### src/rtl/qdec_channel.sv
// Quadrature decoder channel: synchronises the encoder phases and index,
// decodes legal and illegal transitions, keeps a wrapping signed position
// count, and raises a sticky error on double-phase transitions.
// Optional velocity measurement (steps per window) is compiled only when
// the macro QDEC_VELOCITY_EN is defined; otherwise velocity/vel_valid are 0.
module qdec_channel #(
   parameter int WIDTH      = 16,
   parameter int INDEX_CLR  = 1,
   parameter int VEL_PERIOD = 50000
) (
   input  logic             clk,
   input  logic             rst,
   input  logic             quadA,
   input  logic             quadB,
   input  logic             index,
   input  logic             clear,
   input  logic             err_clr,
   output logic [WIDTH-1:0] count,
   output logic             direction,
   output logic             step,
   output logic             err,
   output logic [WIDTH-1:0] velocity,
   output logic             vel_valid
);

   if (VEL_PERIOD < 2) begin : g_bad_period
      $error("qdec_channel: VEL_PERIOD must be at least 2");
   end

   // [0] first sample, [1] current, [2] previous
   logic [2:0] a_sr;
   logic [2:0] b_sr;
   logic [2:0] idx_sr;
   logic [1:0] warm_cnt;

   logic warm_done;
   logic a_chg;
   logic b_chg;
   logic step_det;
   logic illegal_det;
   logic dir_det;
   logic idx_edge;

   // Input synchronisers; warm-up counter masks decode until the stages hold real samples
   always_ff @(posedge clk) begin
      if (rst) begin
         a_sr     <= '0;
         b_sr     <= '0;
         idx_sr   <= '0;
         warm_cnt <= '0;
      end else begin
         a_sr   <= {a_sr[1:0], quadA};
         b_sr   <= {b_sr[1:0], quadB};
         idx_sr <= {idx_sr[1:0], index};
         if (!warm_done) begin
            warm_cnt <= warm_cnt + 2'd1;
         end
      end
   end

   // Transition decode between previous and current samples
   always_comb begin
      warm_done   = (warm_cnt == 2'd3);
      a_chg       = a_sr[1] ^ a_sr[2];
      b_chg       = b_sr[1] ^ b_sr[2];
      step_det    = warm_done && (a_chg ^ b_chg);
      illegal_det = warm_done && a_chg && b_chg;
      // 00->10->11->01->00 is the up sequence
      dir_det     = a_sr[1] ^ b_sr[2];
      idx_edge    = warm_done && (INDEX_CLR != 0) && idx_sr[1] && !idx_sr[2];
   end

   // Position count (clear > index > step), step strobe, held direction, sticky error
   always_ff @(posedge clk) begin
      if (rst) begin
         count     <= '0;
         direction <= 1'b0;
         step      <= 1'b0;
         err       <= 1'b0;
      end else begin
         step <= step_det;
         if (clear || idx_edge) begin
            count <= '0;
         end else if (step_det) begin
            count <= dir_det ? count + WIDTH'(1) : count - WIDTH'(1);
         end
         if (step_det) begin
            direction <= dir_det;
         end
         if (illegal_det) begin
            err <= 1'b1;
         end else if (err_clr) begin
            err <= 1'b0;
         end
      end
   end

`ifdef QDEC_VELOCITY_EN
   localparam int WIN_W = (VEL_PERIOD > 1) ? $clog2(VEL_PERIOD) : 1;
   localparam logic [WIDTH-1:0] ACC_MAX = {1'b0, {(WIDTH-1){1'b1}}};
   localparam logic [WIDTH-1:0] ACC_MIN = {1'b1, {(WIDTH-1){1'b0}}};

   logic [WIN_W-1:0] win_cnt;
   logic [WIDTH-1:0] acc;
   logic [WIDTH-1:0] acc_next;

   // Saturating accumulator update including this cycle's step
   always_comb begin
      acc_next = acc;
      if (step_det) begin
         if (dir_det && (acc != ACC_MAX)) begin
            acc_next = acc + WIDTH'(1);
         end else if (!dir_det && (acc != ACC_MIN)) begin
            acc_next = acc - WIDTH'(1);
         end
      end
   end

   // Measurement window; clear and index deliberately leave it untouched
   always_ff @(posedge clk) begin
      if (rst) begin
         win_cnt   <= '0;
         acc       <= '0;
         velocity  <= '0;
         vel_valid <= 1'b0;
      end else begin
         vel_valid <= 1'b0;
         if (win_cnt == WIN_W'(VEL_PERIOD - 1)) begin
            win_cnt   <= '0;
            acc       <= '0;
            velocity  <= acc_next;
            vel_valid <= 1'b1;
         end else begin
            win_cnt <= win_cnt + WIN_W'(1);
            acc     <= acc_next;
         end
      end
   end
`else
   assign velocity  = '0;
   assign vel_valid = 1'b0;
`endif

endmodule

### config.mk
export PLATFORM = sky130hd
export DESIGN_NAME = qdec_channel
export DESIGN_NICKNAME = d
export VERILOG_FILES = /design/src/rtl/qdec_channel.sv
export SDC_FILE = /design/constraint.sdc
export NUM_CORES = 1
export LEC_CHECK = 0
export CAP_MARGIN = 20
export CORE_ASPECT_RATIO = 0.6
export CORE_MARGIN = 10
export CORE_UTILIZATION = 48
export DETAILED_ROUTE_END_ITERATION = 7
export GPL_TIMING_DRIVEN = 0
export PLACE_DENSITY_LB_ADDON = 0.25
export SLEW_MARGIN = 20
export SYNTH_ARGS = -nofsm -noshare
export SYNTH_HDL_FRONTEND = slang
export SYNTH_SLANG_ARGS = --single-unit
### constraint.sdc
create_clock -name clk -period 3.23 [get_ports clk]
set_input_delay 0.969 -clock clk [delete_from_list [all_inputs] [get_ports clk]]
set_output_delay 0.969 -clock clk [all_outputs]
set_load 0.02 [all_outputs]
==> flow_metrics.py, run 1 <==
metrics = {
    "outcome": {
        "status": "complete, no violations",
    },
    "sta": {
        "setup_viol": 0,
        "fin_setup_tns_ns": 0,
        "period_share_pct": 91.5,
        "fmax_mhz": 338,
        "fin_crit_ns": 2.96,
        "rsz0062_at_grt": "false",
        "holdWs_ns": 0.437,
        "finalMaxSlewViolations": 0,
        "relSlewSlack_pct": 61.2,
        "skew_ns": 0.00457,
        "hold_viol_final": 0,
        "worst_pin_slew_ns": 0.578,
        "layout_setup_ws_ns": 0.274,
    },
    "detailed_routing": {
        "avgViaCountPerCell": 5.08,
        "drc": 0,
        "via_count": 1508,
        "firstDrtPassIters": 4,
        "wl_met3_microns": 524,
        "drt_iter0_drc": 114,
        "wl_met2_mm": 1.59,
        "wl_met1_mm": 1.87,
        "topRoutingLayerUsed": "met4",
        "wire_per_inst_microns": 13.6,
        "ant_nets": 0,
        "routed_wl_mm": 4.04,
    },
    "floorplan": {
        "die_y_microns": 65.7,
        "row_count": 16,
        "initial_core_util_pct": 50.5,
        "core_area_sq_um": 3300,
        "die_w_microns": 96.1,
        "die_area_sq_um": 6310,
        "io_pins": 43,
    },
    "setup_path": {
        "r2r-start": "a_sr[1]",
        "path_class": "reg -> reg",
        "cp.required_ns": 3.39,
        "r2r-end": "count[14]",
        "worst_setup_path_start_kind": "flip-flop",
        "end_kind": "flip-flop",
        "r2r_cells": 9,
        "cp_data_arrival_time_ns": 3.12,
        "endpoint": "count[14]",
        "cp_max_fo": 10,
        "regToRegSetupSlack_ns": 0.27,
        "startpoint": "a_sr[1]",
    },
    "finish": {
        "fillCellCount": 290,
        "final_common_cell": "dfxtp_1",
        "layout_common_cells": "30 x dfxtp_1, 27 x nor2_1, 25 x clkdlybuf4s50_1",
        "fin_cells": 297,
        "fin_util_pct": 64.4,
        "fin_nets": 260,
        "drive_above_1_share_pct": 13.9,
        "diodes": 0,
        "syn2layout_area_growth_pct": 27.5,
        "final_area_sq_um": 2130,
    },
    "global_route": {
        "grt_pass1_vias": 1384,
        "overflow": 0,
        "grt_max_degree": 11,
        "grt_pass1_wl_mm": 6.53,
        "gr-usage-all-layers_pct": 13.0,
        "antenna_found_initial": 0,
    },
    "clock_tree": {
        "cts_buffer_depth": 2,
        "clock-root-buffer": "clkbuf_8",
        "cts.clk_slew.worst_paths_ns": 0.06,
        "cts_setup_buffers": 0,
        "tritoncts": "done",
        "clock_latency_ns": 0.29,
        "hold_buffers": 0,
        "ctsResizeCount": 0,
        "htree_levels": 2,
        "cts.sinks": 30,
        "cts_buffers": 5,
    },
    "power": {
        "swShare_pct": 27.0,
        "power_density_nw_per_um2": 398,
        "ir_drop_v": 0.000276,
        "clkPwrFrac_pct": 36.9,
        "power_frac_comb_pct": 16.7,
        "power.total_mw": 0.847,
        "internal-power_mw": 0.618,
        "seqPwrFrac_pct": 46.4,
        "p_leak_nw": 0.864,
        "p_switching_mw": 0.229,
    },
    "min_path": {
        "worstHoldStart": "a_sr[0]",
        "holdPathStages": 1,
        "hold_class": "reg -> reg",
    },
    "logic_synthesis": {
        "yosysWarnings": 0,
        "synth.area.top_cells": "dfxtp_1 36%, buf_4 7.7%, xnor2_1 7.4%",
        "netlist_area_sq_um": 1670,
        "synth_area_per_cell_sq_um": 8.22,
        "yosysTopAreaCellShare_pct": 36.0,
        "synth-seq-cells": 30,
        "ys_async_sr_fraction_pct": 0,
        "synthFlopType": "dfxtp_1",
        "synth-seq-area-share_pct": 36.0,
        "synth_edf_count": 0,
        "yosysTopAreaCell": "dfxtp_1",
        "synthCells": 203,
        "yosysUniqueCellTypes": 40,
    },
    "place": {
        "place_congestion": 0.908,
        "dpl.hpwl_mm": 3.08,
        "place_ws_ns": 0.231,
        "io_buffer_count": 25,
        "placed_area_sq_um": 2030,
        "place_inst": 289,
    },
    "run": {
        "max_cap_violations": 0,
    },
}
[power by group through the flow]
stage                     Clock [mW]  Combinational [mW]  Sequential, mW
after global placement             0               0.136           0.401
final                          0.312               0.142           0.393
after floorplan                    0               0.105           0.403
after global routing           0.331               0.158           0.394
after CTS                      0.319               0.139           0.393
after detailed placement           0               0.139           0.401
[worst min path at each step]
stage / endpoint
detailed placement: a_sr[1]
global route: idx_sr[1]
finish: a_sr[1]
floorplan: a_sr[1]
CTS: a_sr[1]
global placement: idx_sr[1]
[area by class of cell]
type / instances / area [sq um] / area share (%)
Inverter: 1 / 3.75 / 0.176
Sequential cell: 30 / 601 / 28.2
Buffer: 29 / 174 / 8.18
Tap cell: 45 / 56.3 / 2.65
Multi-Input combinational cell: 159 / 951 / 44.7
Clock inverter: 1 / 5.00 / 0.235
Clock buffer: 7 / 86.3 / 4.06
Timing Repair Buffer: 25 / 250 / 11.8
[cell families after synthesis]
group | count (synthesis) | synth area share [%]
AND/OR/NAND/NOR | 92 | 29.4
other | 1 | 0.225
adder cells (fa/ha/maj) | 2 | 1.50
flip-flops | 30 | 36.0
AO/OA/AOI/OAI | 23 | 8.93
buffers and inverters | 30 | 10.6
multiplexers | 3 | 1.80
XOR/XNOR | 22 | 11.6
[synthesized netlist by cell type (2+ instances only)]
cell type,count
or2_2,2
or3_2,2
nand4_1,8
o32ai_1,2
a21oi_1,9
nand2_1,15
nand3_1,7
clkbuf_1,12
mux2i_1,3
nor2_1,27
o21ai_0,4
and3_1,2
or3_1,2
dfxtp_1,30
ha_1,2
nor2b_1,9
xnor2_1,14
nand4b_1,2
nor4_1,2
or4_1,2
nor3_1,3
xor2_1,8
a31oi_1,2
or4_4,2
buf_4,17
[flip-flops by register name, indices dropped and copies added, names as in the netlist]
signal and flops:
direction 1, warm_cnt 2, idx_sr 3, err 1
step 1, a_sr 3, count 16, b_sr 3
[metal layers]
layer  up-vias  track usage, %
li1        767               -
met1       662            17.6
met2        70            17.6
met3         9            5.44
met4         0            4.58
met5         -               0
[critical path, stage by stage, from the launching register on]
cell	delay [ns]
dfxtp_1	0.41
xor2_1	0.42
clkbuf_2	0.33
xnor2_1	0.15
ha_1	0.25
nand2_1	0.12
or4b_1	0.59
o32ai_1	0.35
xnor2_1	0.16
nor2_1	0.05
Note: power is estimated with default switching activity, not from simulation.
==> inputs of run 2 (changes only) <==
--- a/config.mk
+++ b/config.mk
@@ -6,9 +6,11 @@
 export NUM_CORES = 1
 export LEC_CHECK = 0
 export CAP_MARGIN = 20
+export CELL_PAD_IN_SITES_DETAIL_PLACEMENT = 2
+export CELL_PAD_IN_SITES_GLOBAL_PLACEMENT = 2
 export CORE_ASPECT_RATIO = 0.6
 export CORE_MARGIN = 10
-export CORE_UTILIZATION = 48
+export CORE_UTILIZATION = 28
 export DETAILED_ROUTE_END_ITERATION = 7
 export GPL_TIMING_DRIVEN = 0
 export PLACE_DENSITY_LB_ADDON = 0.25
==> run 2 against run 1 <==
  * Final area up 3.5%
  * Hold slack better by 0.0033 ns
  * Clock power up 25%
  * Clock skew up 0.0028 ns
  * Cell count up 12%
  * Flip-flop and latch count unchanged
  * Global-route usage down 1.2 points
  * Maximum frequency up 2.4%
  * Critical endpoint unchanged
  * Highest routed layer unchanged
==> flow_metrics.py, run 2 (synthesized netlist as in run 1, its figures left out) <==
metrics = {
    "outcome": {
        "status": "complete, no violations",
    },
    "min_path": {
        "worstHoldStart": "idx_sr[0]",
        "hold_class": "reg -> reg",
        "hold_path_end": "idx_sr[1]",
        "holdPathStages": 1,
    },
    "sta": {
        "period_share_pct": 89.4,
        "setup_viol": 0,
        "fin_setup_tns_ns": 0,
        "rsz0062_at_grt": "false",
        "fmax_mhz": 346,
        "relSlewSlack_pct": 54.4,
        "fin_crit_ns": 2.89,
        "skew_ns": 0.00734,
        "holdWs_ns": 0.441,
        "hold_viol_final": 0,
        "worst_pin_slew_ns": 0.679,
        "finalMaxSlewViolations": 0,
    },
    "power": {
        "power.total_mw": 0.932,
        "p_leak_nw": 0.866,
        "power_density_nw_per_um2": 423,
        "ir_drop_v": 0.000179,
    },
    "floorplan": {
        "row_count": 21,
        "die_w_microns": 120,
        "core_area_sq_um": 5680,
        "die_y_microns": 79.8,
        "die_area_sq_um": 9540,
        "initial_core_util_pct": 29.4,
        "io_pins": 43,
    },
    "setup_path": {
        "r2r_cells": 9,
        "r2r-end": "count[14]",
        "path_class": "reg -> reg",
        "r2r-start": "a_sr[1]",
        "path_buf_inv": 1,
        "critPathSlowestCell": "or4b_1",
        "end_kind": "flip-flop",
        "cp_data_arrival_time_ns": 3.05,
        "cp.required_ns": 3.39,
        "worst_setup_path_start_kind": "flip-flop",
        "critPathTopFamily": "simple AND/OR/NAND/NOR gates",
        "crit_chain": "xor2_2, clkbuf_2, xnor2_1, ha_1, nand2_1, or4b_1, o32ai_1, xnor2_1, nor2_1",
        "regToRegSetupSlack_ns": 0.34,
        "cpMostUsedCell": "xnor2_1",
        "critPathMaxStageDelay_ns": 0.59,
        "cp_max_fo": 10,
    },
    "global_route": {
        "antenna_found_initial": 0,
        "grt_max_degree": 12,
        "gr-usage-all-layers_pct": 11.8,
        "overflow": 0,
        "grt_pass1_vias": 1613,
        "grt_pass1_wl_mm": 9.08,
    },
    "detailed_routing": {
        "drt_iter0_drc": 85,
        "avgViaCountPerCell": 4.68,
        "drc": 0,
        "routed_wl_mm": 5.40,
        "via_count": 1555,
        "ant_nets": 0,
        "firstDrtPassIters": 4,
        "wire_per_inst_microns": 16.3,
    },
    "finish": {
        "regArea_sq_um": 601,
        "drive_above_1_share_pct": 14.7,
        "syn2layout_area_growth_pct": 32.0,
        "fillCellCount": 677,
        "final_area_sq_um": 2200,
        "final_common_cell": "dfxtp_1",
        "fin_nets": 260,
        "regMostFlops": "count",
        "multiInputGateArea_sq_um": 958,
        "largest_reg_flops": 16,
        "layout_common_cells": "30 x dfxtp_1, 27 x nor2_1, 25 x clkdlybuf4s50_1",
        "diodes": 0,
        "fin_cells": 332,
    },
    "clock_tree": {
        "cts_buffer_depth": 2,
        "cts.sinks": 30,
        "tritoncts": "done",
        "cts.clk_slew.worst_paths_ns": 0.08,
        "hold_buffers": 0,
        "clock-root-buffer": "clkbuf_8",
        "clock_latency_ns": 0.29,
        "cts_buffers": 5,
        "htree_levels": 2,
    },
    "place": {
        "place_congestion": 0.767,
        "place_inst": 324,
        "placed_area_sq_um": 2080,
        "io_buffer_count": 25,
        "dpl.hpwl_mm": 4.11,
    },
    "run": {
        "max_cap_violations": 0,
    },
}
[run 2: changes by cell type in the layout (fill, tap and decap cells not counted)]
| cell | before | now |
|---|---|---|
| clkinv_2 | 1 | 0 |
| xor2_2 | 0 | 1 |
| clkinvlp_4 | 0 | 2 |
| clkbuf_8 | 6 | 5 |
| clkbuf_1 | 12 | 11 |
| xor2_1 | 8 | 7 |
| bufinv_16 | 0 | 1 |
[run 2: worst max-delay path by stage]
| stage | from | to | slack (ns) | depth (start not counted) |
|---|---|---|---|---|
| global placement | a_sr[1] | count[14] | 0.17 | 9 |
| floorplan | a_sr[1] | count[10] | 0.64 | 9 |
| finish | a_sr[1] | count[14] | 0.34 | 9 |
| CTS | a_sr[1] | count[14] | 0.1 | 9 |
| global route | a_sr[1] | count[10] | 0.1 | 9 |
| detailed placement | a_sr[1] | count[14] | 0.13 | 9 |
[run 2: through the flow]
step           util, %  worst slack [ns]
6_report          38.8             0.344
4_1_cts           38.6            0.0959
3_3_place_gp      36.6             0.169
5_1_grt           38.8             0.100
3_5_place_dp      36.6             0.134
2_1_floorplan        -             0.637
[run 2: metal layers]
| metal | global-route usage [%] | vias up | part of all wire (%) |
|---|---|---|---|
| met3 | 4.59 | 2 | 6.6 |
| met1 | 16.1 | 766 | 50 |
| met2 | 17.2 | 34 | 43 |
| met4 | 2.28 | 0 | 0.37 |
| li1 | - | 753 | - |
| met5 | 0 | - | 0 |
[run 2: area by class of cell]
class,instances,area share (%)
multi-input cells,159,43.5
repair buffers,25,11.4
plain buffers,29,7.90
clock buffers,5,3.13
inverters,1,0.171
well taps,80,4.55
clock inverters,3,2.05
flip-flops and latches,30,27.3
[run 2: timing repair]
item / CTS / global route
buffers inserted: 0 / 0
endpoints found under the setup margin: 0 / 5
gates resized for setup: 0 / 3
endpoints found under the hold margin: 0 / 0
[run 2: where the power goes]
part	internal (mW)	switching, mW	leakage [nW]
Clock	0.229	0.160	0.0504
Sequential	0.383	0.0106	0.244
Combinational	0.0631	0.0862	0.572
Total	0.676	0.256	0.866
==> inputs of run 3 (changes only) <==
--- a/config.mk
+++ b/config.mk
@@ -9,11 +9,12 @@
 export CELL_PAD_IN_SITES_DETAIL_PLACEMENT = 2
 export CELL_PAD_IN_SITES_GLOBAL_PLACEMENT = 2
 export CORE_ASPECT_RATIO = 0.6
-export CORE_MARGIN = 10
+export CORE_MARGIN = 3
 export CORE_UTILIZATION = 28
 export DETAILED_ROUTE_END_ITERATION = 7
 export GPL_TIMING_DRIVEN = 0
 export PLACE_DENSITY_LB_ADDON = 0.25
+export SKIP_LAST_GASP = 1
 export SLEW_MARGIN = 20
 export SYNTH_ARGS = -nofsm -noshare
 export SYNTH_HDL_FRONTEND = slang
==> run 3 against run 2 <==
  * Global-route usage grew 3.6 points
  * Non-clock buffer count is the same
  * Routed wire length shrank 6.5%
  * Via count grew 0.90%
  * Maximum frequency grew 0.89%
  * Clock skew grew 0.0060 ns
  * Final area shrank 0.85%
  * Hold slack gained 0.0022 ns
  * Register-to-register slack gained 0.03 ns
  * Largest power group unchanged
  * Clock power shrank 15%
  * Critical endpoint is now count[12]
  * Sequential power is essentially flat
  * Total power shrank 6.7%
==> flow_metrics.py, run 3 (synthesized netlist as in run 1, its figures left out) <==
metrics = {
    "power": {
        "swShare_pct": 29.0,
        "clkPwrFrac_pct": 37.9,
        "ir_drop_v": 0.000118,
        "power_density_nw_per_um2": 399,
        "p_leak_nw": 0.863,
        "seqPwrFrac_pct": 45.2,
        "p_switching_mw": 0.252,
        "power_frac_comb_pct": 16.9,
        "internal-power_mw": 0.617,
    },
    "finish": {
        "regMostFlops": "count",
        "fin_util_pct": 38.4,
        "diodes": 0,
        "fin_nets": 260,
        "final_area_sq_um": 2180,
        "syn2layout_area_growth_pct": 30.8,
        "fin_cells": 332,
        "drive_above_1_share_pct": 14.7,
        "final_common_cell": "dfxtp_1",
        "largest_reg_flops": 16,
        "layout_common_cells": "30 x dfxtp_1, 27 x nor2_1, 25 x clkdlybuf4s50_1",
    },
    "sta": {
        "fin_crit_ns": 2.86,
        "relSlewSlack_pct": 51.3,
        "worst_pin_slew_ns": 0.725,
        "finalMaxSlewViolations": 0,
        "setup_viol": 0,
        "rsz0062_at_grt": "false",
        "fin_setup_tns_ns": 0,
        "skew_ns": 0.0134,
        "fmax_mhz": 350,
        "period_share_pct": 88.6,
        "hold_viol_final": 0,
    },
    "place": {
        "place_congestion": 0.764,
        "dpl.hpwl_mm": 3.80,
        "placed_area_sq_um": 2080,
        "place_inst": 324,
        "io_buffer_count": 25,
    },
    "setup_path": {
        "path_class": "reg -> reg",
        "cp.required_ns": 3.43,
        "cp_data_arrival_time_ns": 3.06,
        "r2r_cells": 10,
        "r2r-start": "a_sr[1]",
        "end_kind": "flip-flop",
        "startpoint": "a_sr[1]",
        "worst_setup_path_start_kind": "flip-flop",
        "cp_max_fo": 10,
    },
    "floorplan": {
        "io_pins": 43,
        "initial_core_util_pct": 29.4,
        "die_area_sq_um": 6950,
        "core_area_sq_um": 5680,
        "die_w_microns": 106,
        "row_count": 21,
        "die_y_microns": 65.8,
    },
    "clock_tree": {
        "tritoncts": "done",
        "cts_buffer_depth": 2,
        "cts_buffers": 5,
        "htree_levels": 2,
        "ctsResizeCount": 0,
        "clock_latency_ns": 0.29,
        "clock-root-buffer": "clkbuf_8",
        "cts_setup_buffers": 0,
        "cts.sinks": 30,
        "cts.clk_slew.worst_paths_ns": 0.08,
        "hold_buffers": 0,
    },
    "detailed_routing": {
        "routed_wl_mm": 5.04,
        "drt_iter0_drc": 66,
        "drc": 0,
        "avgViaCountPerCell": 4.73,
        "ant_nets": 0,
        "wire_per_inst_microns": 15.2,
        "firstDrtPassIters": 4,
        "via_count": 1569,
    },
    "global_route": {
        "antenna_found_initial": 0,
        "overflow": 0,
        "gr-usage-all-layers_pct": 15.4,
        "grt_pass1_vias": 1627,
        "grt_pass1_wl_mm": 8.27,
        "grt_max_degree": 11,
    },
    "min_path": {
        "holdPathStages": 1,
        "worstHoldStart": "a_sr[0]",
        "hold_class": "reg -> reg",
    },
    "run": {
        "max_cap_violations": 0,
    },
    "outcome": {
        "status": "complete, no violations",
    },
}
## run 3: cell count changes in the layout (fill, tap and decap cells not counted)
| cell | before | now |
|---|---|---|
| bufinv_16 | 1 | 0 |
| clkbuf_8 | 5 | 6 |
| clkinv_2 | 0 | 1 |
| clkinvlp_4 | 2 | 1 |
## run 3: worst max-delay path, stage by stage (launching register included)
cell and delay [ns]:
dfxtp_1 0.44, xor2_2 0.29, clkbuf_2 0.30, xnor2_1 0.10
ha_1 0.24, or3_1 0.33, a21oi_1 0.35, a21oi_1 0.12
mux2i_1 0.19, o21a_1 0.20, o21ba_2 0.20
## run 3: per-stage QoR
step | power [mW] | setup WS (ns) | hold WS, ns
final | 0.870 | 0.369 | 0.443
after CTS | 0.883 | 0.114 | 0.447
after detailed placement | 0.546 | 0.135 | 0.430
after global placement | 0.542 | 0.156 | 0.418
after floorplan | 0.508 | 0.637 | 0.414
after global routing | 0.919 | 0.0961 | 0.464
## run 3: final timing paths
kind,endpoint,slack [ns]
max,count[12],0.37
min,a_sr[1],0.44
max reg2reg,count[12],0.37
min reg2reg,a_sr[1],0.44
## run 3: layout make-up
cell class                      count  area [sq um]
Timing Repair Buffer               25           250
Multi-Input combinational cell    159           958
Inverter                            1          3.75
Buffer                             29           174
Fill cell                         683          3490
Sequential cell                    30           601
Clock buffer                        6          82.6
Tap cell                           80           100
Clock inverter                      2          12.5
## run 3: power by group through the flow
stage                     Sequential, mW  Combinational (mW)  Clock [mW]
after floorplan                    0.403               0.105           0
after global placement             0.401               0.141           0
after detailed placement           0.402               0.145           0
after CTS                          0.393               0.146       0.344
after global routing               0.395               0.163       0.361
final                              0.393               0.147       0.330
## run 3: layer usage
layer	track usage [%]	vias up	share of wire, %
met5	0	-	0
met4	5.33	0	1.4
met3	3.22	6	5.2
met2	23.0	36	41
met1	22.0	770	53
li1	-	757	-
